==> config.mk <==
export PLATFORM = sky130hd
export DESIGN_NAME = th_cmd_sequencer
export DESIGN_NICKNAME = d
export VERILOG_FILES = /design/src/rtl/th_cmd_sequencer.sv
export SDC_FILE = /design/constraint.sdc
export NUM_CORES = 2
export LEC_CHECK = 0
export BUFFER_PORTS_ARGS = -buffer_cell sky130_fd_sc_hd__buf_4
export CAP_MARGIN = 15
export CORE_MARGIN = 3
export CORE_UTILIZATION = 45
export DETAILED_ROUTE_END_ITERATION = 16
export SLEW_MARGIN = 30
export SYNTH_ARGS = -nofsm -noshare
export SYNTH_HDL_FRONTEND = slang
export SYNTH_SLANG_ARGS = --single-unit
==> constraint.sdc <==
create_clock -name clk -period 49.3 [get_ports clk]
set_input_delay 12.325 -clock clk [delete_from_list [all_inputs] [get_ports clk]]
set_output_delay 12.325 -clock clk [all_outputs]
set_load 0.01 [all_outputs]
==> src/rtl/th_cmd_sequencer.sv <==
`default_nettype none
// ============================================================================
// th_cmd_sequencer : replays a table of wide harness commands as OWIDTH chunks
// Revision 1.0
// ============================================================================
module th_cmd_sequencer #(
  parameter int CMD_WIDTH = 104,
  parameter int OWIDTH    = 8,
  parameter int NUM_CMDS  = 8,
  parameter bit REVERSE   = 1'b1,
  parameter int CNT_WIDTH = 32
) (
  input  logic                        clk,
  input  logic                        rst,
  input  logic                        i_cfg_write,
  input  logic [$clog2(NUM_CMDS)-1:0] i_cfg_addr,
  input  logic [CMD_WIDTH-1:0]        i_cfg_data,
  input  logic [$clog2(NUM_CMDS):0]   i_cfg_num_cmds,
  input  logic [CNT_WIDTH-1:0]        i_cfg_loops,
  input  logic                        i_start,
  input  logic                        i_abort,
  output logic [OWIDTH-1:0]           o_out_data,
  output logic                        o_out_valid,
  input  logic                        i_out_ready,
  input  logic [OWIDTH-1:0]           i_resp_in,
  input  logic                        i_resp_in_valid,
  output logic                        o_busy,
  output logic                        o_done,
  output logic [CNT_WIDTH-1:0]        o_cmd_count,
  output logic [CNT_WIDTH-1:0]        o_loop_count,
  output logic [CNT_WIDTH-1:0]        o_resp_count
);

  localparam int c_CHUNKS = CMD_WIDTH / OWIDTH;
  localparam int c_AW     = $clog2(NUM_CMDS);
  localparam int c_NW     = c_AW + 1;
  localparam int c_JW     = (c_CHUNKS > 1) ? $clog2(c_CHUNKS) : 1;

  localparam logic [c_JW-1:0]      c_LAST_CHUNK = c_JW'(c_CHUNKS - 1);
  localparam logic [c_NW-1:0]      c_MAX_CMDS   = c_NW'(NUM_CMDS);
  localparam logic [c_NW-1:0]      c_NUM_ONE    = c_NW'(1);
  localparam logic [c_AW-1:0]      c_ADDR_ONE   = c_AW'(1);
  localparam logic [c_JW-1:0]      c_CHUNK_ONE  = c_JW'(1);
  localparam logic [CNT_WIDTH-1:0] c_CNT_ONE    = CNT_WIDTH'(1);

  typedef enum logic [1:0] {
    S_IDLE  = 2'd0,
    S_SHIFT = 2'd1,
    S_DONE  = 2'd2
  } state_t;

  state_t                 r_state;
  logic [CMD_WIDTH-1:0]   r_table [NUM_CMDS];
  logic [CMD_WIDTH-1:0]   r_shift;
  logic [c_JW-1:0]        r_chunk;
  logic [c_AW-1:0]        r_entry;
  logic [c_NW-1:0]        r_num;
  logic [CNT_WIDTH-1:0]   r_loops;
  logic [CNT_WIDTH-1:0]   r_cmd_cnt;
  logic [CNT_WIDTH-1:0]   r_loop_cnt;
  logic [CNT_WIDTH-1:0]   r_resp_cnt;
  logic                   r_resp_en;
  logic                   r_valid;
  logic                   r_busy;
  logic                   r_done;

  logic                   w_xfer;
  logic                   w_last_chunk;
  logic                   w_last_entry;
  logic                   w_run_done;
  logic [c_AW-1:0]        w_next_entry;
  logic [CNT_WIDTH-1:0]   w_loop_next;
  logic [c_NW-1:0]        w_start_num;
  logic [OWIDTH-1:0]      w_chunk_out;
  logic [CMD_WIDTH-1:0]   w_shift_nxt;
  logic                   w_resp_data_unused;

  assign w_xfer       = r_valid & i_out_ready;
  assign w_last_chunk = (r_chunk == c_LAST_CHUNK);
  assign w_last_entry = ({1'b0, r_entry} == (r_num - c_NUM_ONE));
  assign w_next_entry = w_last_entry ? '0 : (r_entry + c_ADDR_ONE);
  assign w_loop_next  = r_loop_cnt + c_CNT_ONE;
  assign w_run_done   = w_last_entry && (r_loops != '0) && (w_loop_next == r_loops);
  assign w_start_num  = (i_cfg_num_cmds > c_MAX_CMDS) ? c_MAX_CMDS : i_cfg_num_cmds;

  // Only the response beat matters; its payload is deliberately dropped.
  assign w_resp_data_unused = ^i_resp_in;

  // The held record is shifted so the outgoing chunk is always at a fixed slice.
  generate
    if (REVERSE) begin : g_msb_first
      assign w_chunk_out = r_shift[CMD_WIDTH-1 -: OWIDTH];
      assign w_shift_nxt = {r_shift[CMD_WIDTH-OWIDTH-1:0], {OWIDTH{1'b0}}};
    end else begin : g_lsb_first
      assign w_chunk_out = r_shift[OWIDTH-1:0];
      assign w_shift_nxt = {{OWIDTH{1'b0}}, r_shift[CMD_WIDTH-1:OWIDTH]};
    end
  endgenerate

  always_ff @(posedge clk or posedge rst) begin
    if (rst) begin
      for (int i = 0; i < NUM_CMDS; i++) begin
        r_table[i] <= '0;
      end
    end else if (i_cfg_write && (r_state != S_SHIFT)) begin
      r_table[i_cfg_addr] <= i_cfg_data;
    end
  end

  always_ff @(posedge clk or posedge rst) begin
    if (rst) begin
      r_state    <= S_IDLE;
      r_shift    <= '0;
      r_chunk    <= '0;
      r_entry    <= '0;
      r_num      <= '0;
      r_loops    <= '0;
      r_cmd_cnt  <= '0;
      r_loop_cnt <= '0;
      r_resp_cnt <= '0;
      r_resp_en  <= 1'b0;
      r_valid    <= 1'b0;
      r_busy     <= 1'b0;
      r_done     <= 1'b0;
    end else begin
      if (i_resp_in_valid && r_resp_en) begin
        r_resp_cnt <= r_resp_cnt + c_CNT_ONE;
      end

      if (i_abort) begin
        r_state <= S_IDLE;
        r_valid <= 1'b0;
        r_busy  <= 1'b0;
        r_done  <= 1'b0;
      end else begin
        case (r_state)
          S_IDLE, S_DONE: begin
            if (i_start) begin
              r_cmd_cnt  <= '0;
              r_loop_cnt <= '0;
              r_resp_cnt <= '0;
              r_resp_en  <= 1'b1;
              r_chunk    <= '0;
              r_entry    <= '0;
              r_num      <= w_start_num;
              r_loops    <= i_cfg_loops;
              r_shift    <= r_table[0];
              if (w_start_num != '0) begin
                r_state <= S_SHIFT;
                r_valid <= 1'b1;
                r_busy  <= 1'b1;
                r_done  <= 1'b0;
              end else begin
                r_state <= S_DONE;
                r_valid <= 1'b0;
                r_busy  <= 1'b0;
                r_done  <= 1'b1;
              end
            end
          end

          S_SHIFT: begin
            if (w_xfer) begin
              if (w_last_chunk) begin
                // Next record loads on the same edge so chunk 0 follows with no bubble.
                r_chunk   <= '0;
                r_cmd_cnt <= r_cmd_cnt + c_CNT_ONE;
                r_entry   <= w_next_entry;
                r_shift   <= r_table[w_next_entry];
                if (w_last_entry) begin
                  r_loop_cnt <= w_loop_next;
                  if (w_run_done) begin
                    r_state <= S_DONE;
                    r_valid <= 1'b0;
                    r_busy  <= 1'b0;
                    r_done  <= 1'b1;
                  end
                end
              end else begin
                r_chunk <= r_chunk + c_CHUNK_ONE;
                r_shift <= w_shift_nxt;
              end
            end
          end

          default: begin
            r_state <= S_IDLE;
            r_valid <= 1'b0;
            r_busy  <= 1'b0;
            r_done  <= 1'b0;
          end
        endcase
      end
    end
  end

  assign o_out_data   = w_chunk_out;
  assign o_out_valid  = r_valid;
  assign o_busy       = r_busy;
  assign o_done       = r_done;
  assign o_cmd_count  = r_cmd_cnt;
  assign o_loop_count = r_loop_cnt;
  assign o_resp_count = r_resp_cnt;

endmodule
`default_nettype wire

Yosys cells after proc, flatten, opt, wreduce, memory -nomap -nowiden:

Cells that the tools add are included.

* flip-flop bits (word level): 1080
* input bits: 158

* reductions and logical operators: 15
* mux-type cells: 56
* eq/ne operators: 15
* bitwise operators: 4
* add/subtract/negate cells: 6
* order comparisons: 4

Operators by type and width (count)
* $bwmux W832: 1
* $mux W104: 6
* $mux W32: 10
* $bmux W104 S3: 1
* $demux W104 S3: 1
* $pmux W104 S2: 1
* $pmux W32 S2: 2
* $add A32 B1 Y32 const B: 3
* $eq A32 B32 Y1: 1
* $reduce_bool A32 Y1: 1
* $mux W4: 4
* $ne A3 B3 Y1 const B: 5
* $mux W1: 14
* $mux W2: 7
* $mux W3: 4
* $reduce_and A5 Y1: 2
* $ge A4 B4 Y1 const B: 2
* $ne A2 B2 Y1 const B: 4
* $not A3 Y4: 2
* $pmux W4 S2: 1
* $pmux W3 S2: 1
* $reduce_and A6 Y1: 1
* $logic_and A1 B1 Y1: 5
* $add A4 B1 Y4 const B: 1
* other kinds (19): 20

Depth between registers and ports, before layout:

* depth after elaboration: 10
* gate-level depth with buffers: 13
* depth with buffers taken out: 10

Least setup slack after synthesis:

Ideal clock, no wire load.

* kind: in2reg
* start: in i_resp_in_valid
* end: reg r_resp_cnt[29], in the netlist o_resp_count[29]
* path slack: 35.114 ns
* path buffers: 1
* stages on the path: 9
* data required time: 49.168 ns
* setup time: 0.132 ns
* arrival: 14.054 ns
* path through: nand3_1 > nor3_1 > or4b_1 > clkbuf_1 > nor2_1 > and4_1 > nand3_1 > xor2_1 > nor2_1

* cells in the longest elaborated chain, start to end: 5

RTL lines
* start: declaration: RTL line 26 `input logic i_resp_in_valid,`
* $logic_and A1 B1 Y1 *: RTL line 126 `if (i_resp_in_valid && r_resp_en) begin`
* $mux W32 *: RTL line 126
* $mux W32: RTL line 138 `if (i_start) begin`
* $mux W32: RTL line 136 `case (r_state)`
* $mux W32 *: RTL line 130 `if (i_abort) begin`
* end signal: assignment: RTL line 127 `r_resp_cnt <= r_resp_cnt + c_CNT_ONE;`
* end: declaration: RTL line 61 `logic [CNT_WIDTH-1:0] r_resp_cnt;`

Every way passes the cells marked *; elsewhere a longest branch is shown, timed or not.
A chain may end at the register's enable or synchronous reset.

==> results.md <==
- P_leak: 25.5 nW
- DP HPWL: 76200 um
- CTS tree: built
- Vias per inst: 5.82
- Initial antenna violation count: 17
- Count leader, synth: dfrtp_1
- Flops & latches, synth: 1079
- Critical path type: primary input to async pin
- # Max-Cap Violations: 0
- Clock network fraction of total power: 0.335
- Worst EP required: 50080 ps
- FMAX: 66.6 MHz
- Commonest cells post-synth: 1079 x dfrtp_1, 874 x nand2_1, 841 x mux2_2
- WHS: 500 ps
- Routed Wire Length: 139000 um
- Mean Syn Cell Area: 11.3 um^2
- RSZ-0062 raised after global routing: no
- Post-route minimum period: 15020 ps
- Number of library cell types mapped by synthesis: 65
- IO buf count: 256
- Crit path top cell by count: buf_4
- Hold WC Path Type: register to register
- Most area-hungry cell type in the Yosys netlist: dfrtp_1
- Warning count from the yosys run: 0
- Standard-cell rows: 121
- Post-route clock period utilization: 0.305
- Hold path startpoint: r_table[416]$_DFFE_PP0P_
- Status: complete, no violations
- Fin. Hold Viols: 0
- Crit-path leading delay family: buffers and inverters
- Nets@finish: 4681
- Clk_skew: 26.7 ps
- Die width: 340 um
- Combinational power share: 0.183
- FFs w/ async S/R, synth: 1.00
- Post-DP Area: 53200 um^2
- Worst Hold End: r_table[416]$_DFFE_PP0P_
- Mapped Area: 50100 um^2
- Cell area power density: 45.0 nW/um^2
- Via count: 35500
- Avg WL per Cell: 22.9 um
- Post-synth EDFFs: 0
- Routability cong.: 0.822
- Max-slew headroom: 0.305
- # setup viols final: 0
- Slew Limit Fails: 0
- Die Ht: 340 um
- Worst r2r src: r_num[0]$_DFFE_PP0P_
- CTS Hold Buffers Added: 0
- Int Power: 1.87 mW
- FF-to-FF path depth: 13
- Setup Buffers After CTS: 0
- CP bufs+invs: 6
- Sw Pwr: 0.701 mW
- Primary FF master, synth: dfrtp_1
- Slowest stage delay, CP: 790 ps
- Num CTS Buffers: 116
- Htree depth: 3
- Share of layout cells above drive strength 1: 0.298
- Pin count of the biggest net entering global routing: 166
- Crit path max fanout: 102
- Worst slew pin tran: 1040 ps
- Worst R2R Setup Slack: 44010 ps
- Clock root buffer: clkbuf_16
- WP depth: 6
- Residual DRC: 0
- Die area: 115000 um^2
- Syn_nets: 4582
- Clk pin slew, worst setup/hold paths: 60 ps
- I/O pin cnt: 265
- Design Area, Final: 57100 um^2
- First-pass GRT wire length: 216000 um
- Final TNS setup: 0 ps
- VDD IR-drop max: 0.0335 mV
- Fill count: 9818
- PostCTS Resize Cnt: 0
- Sw Share: 0.273
- Crit path max-delay cell type: buf_4
- ANT nets after route: 0
- Syn Inst Count: 4417
- R2R Path End: r_shift[50]$_DFFE_PP0P_
- Initial core utilization: 0.457
- Worst hold stages: 1
- Critical-path cell list: buf_4, inv_8, buf_4, buf_4, buf_4, buf_6
- Clock Tree Buf Depth: 3
- Top cells by area, synth: dfrtp_1 54%, mux2_2 19%, nand2_1 6.6%
- Seq/Total Area, Yosys: 0.539
- Yosys top cell area share: 0.539
- Synthesis-to-layout area growth: 14.0%
- Worst setup SP type: primary input
- TritonRoute pass-1 iters: 6
- Total track usage: 0.238
- Drt initial violations: 2713
- Insertion delay to the later sink of the worst-skew pair: 720 ps
- Clk sinks: 1079
- Worst path arrival time: 15800 ps
- GRT overflow: 0
- Seq pwr share: 0.482
- Core area: 110000 um^2
- CP Capture Type: async pin
- Vias in the first global route: 35200
## placed cells by master (no fill, tap or decap), drive strengths merged, types with 97 or more instances in the layout
cell type / instances
nand2: 874
a21oi: 124
a221o: 97
mux2: 841
a31oi: 201
dfrtp: 1079
buf: 315
nor2: 104
mux2i: 102
nand3: 149
clkbuf: 186
## metrics by stage
stage                     total power [mW]  instances  worst slack (ps)  utilization
after floorplan                       1.59       4417              6600            -
after global placement                1.70       5873             32420        0.485
after detailed placement              1.73       5874             33210        0.486
after CTS                             2.59       6087             33960        0.520
after global routing                  2.70       6097             33720        0.521
final                                 2.57       6098             34280        0.521
## worst max path at each step
| stage | from | to | slack (ps) |
|---|---|---|---|
| 3_5_place_dp | rst | r_table[388]$_DFFE_PP0P_ | 33210 |
| 6_report | rst | r_table[259]$_DFFE_PP0P_ | 34280 |
| 4_1_cts | rst | r_table[387]$_DFFE_PP0P_ | 33960 |
| 3_3_place_gp | rst | r_table[281]$_DFFE_PP0P_ | 32420 |
| 2_1_floorplan | rst | o_busy$_DFFE_PP0P_ | 6600 |
| 5_1_grt | rst | r_table[568]$_DFFE_PP0P_ | 33720 |
## registers in the layout (all words and copies together) (netlist names), 2 cells and up
name,count
o_cmd_count,32
o_loop_count,32
o_resp_count,32
r_chunk,4
r_entry,3
r_loops,32
r_num,4
r_shift,104
r_state,2
r_table,832
## per-layer routing
| layer | routed length (um) | track usage | up-vias | share of wire |
|---|---|---|---|---|
| li1 | - | - | 16100 | - |
| met4 | 3970 | 0.0782 | 10 | 0.028 |
| met1 | 62800 | 0.331 | 18300 | 0.45 |
| met5 | 63 | 0 | - | 0.00045 |
| met2 | 64200 | 0.376 | 914 | 0.46 |
| met3 | 8410 | 0.0449 | 231 | 0.060 |
## kinds of logic after synthesis
family                     count (synthesis)  share of synthesized area
and+or+nand+nor                         1293                      0.111
DFF                                     1079                      0.539
muxes                                    943                      0.210
AOI/OAI and AO/OA                        642                     0.0925
buffers and inverters                    351                     0.0276
xor gates and xnor gates                 102                     0.0178
adders and majority gates                  7                    0.00175
## power groups by stage
stage / sequential, mW / clock (mW) / combinational, mW
floorplan: 1.22 / 0 / 0.376
CTS: 1.24 / 0.879 / 0.477
finish: 1.24 / 0.860 / 0.471
global route: 1.27 / 0.914 / 0.525
global placement: 1.24 / 0 / 0.463
detailed placement: 1.25 / 0 / 0.476
## layout make-up
cell class | instances | area, um^2 | area share
sequential | 1079 | 27000 | 0.473
multi-input combinational | 2987 | 21800 | 0.382
clock buffer | 186 | 3490 | 0.0611
timing repair buffer | 315 | 2530 | 0.0443
tap | 1476 | 1850 | 0.0324
clock inverter | 27 | 289 | 0.00506
inverter | 17 | 71.3 | 0.00125
antenna | 11 | 27.5 | 0.000482
Power figures use the tool's default switching activity.
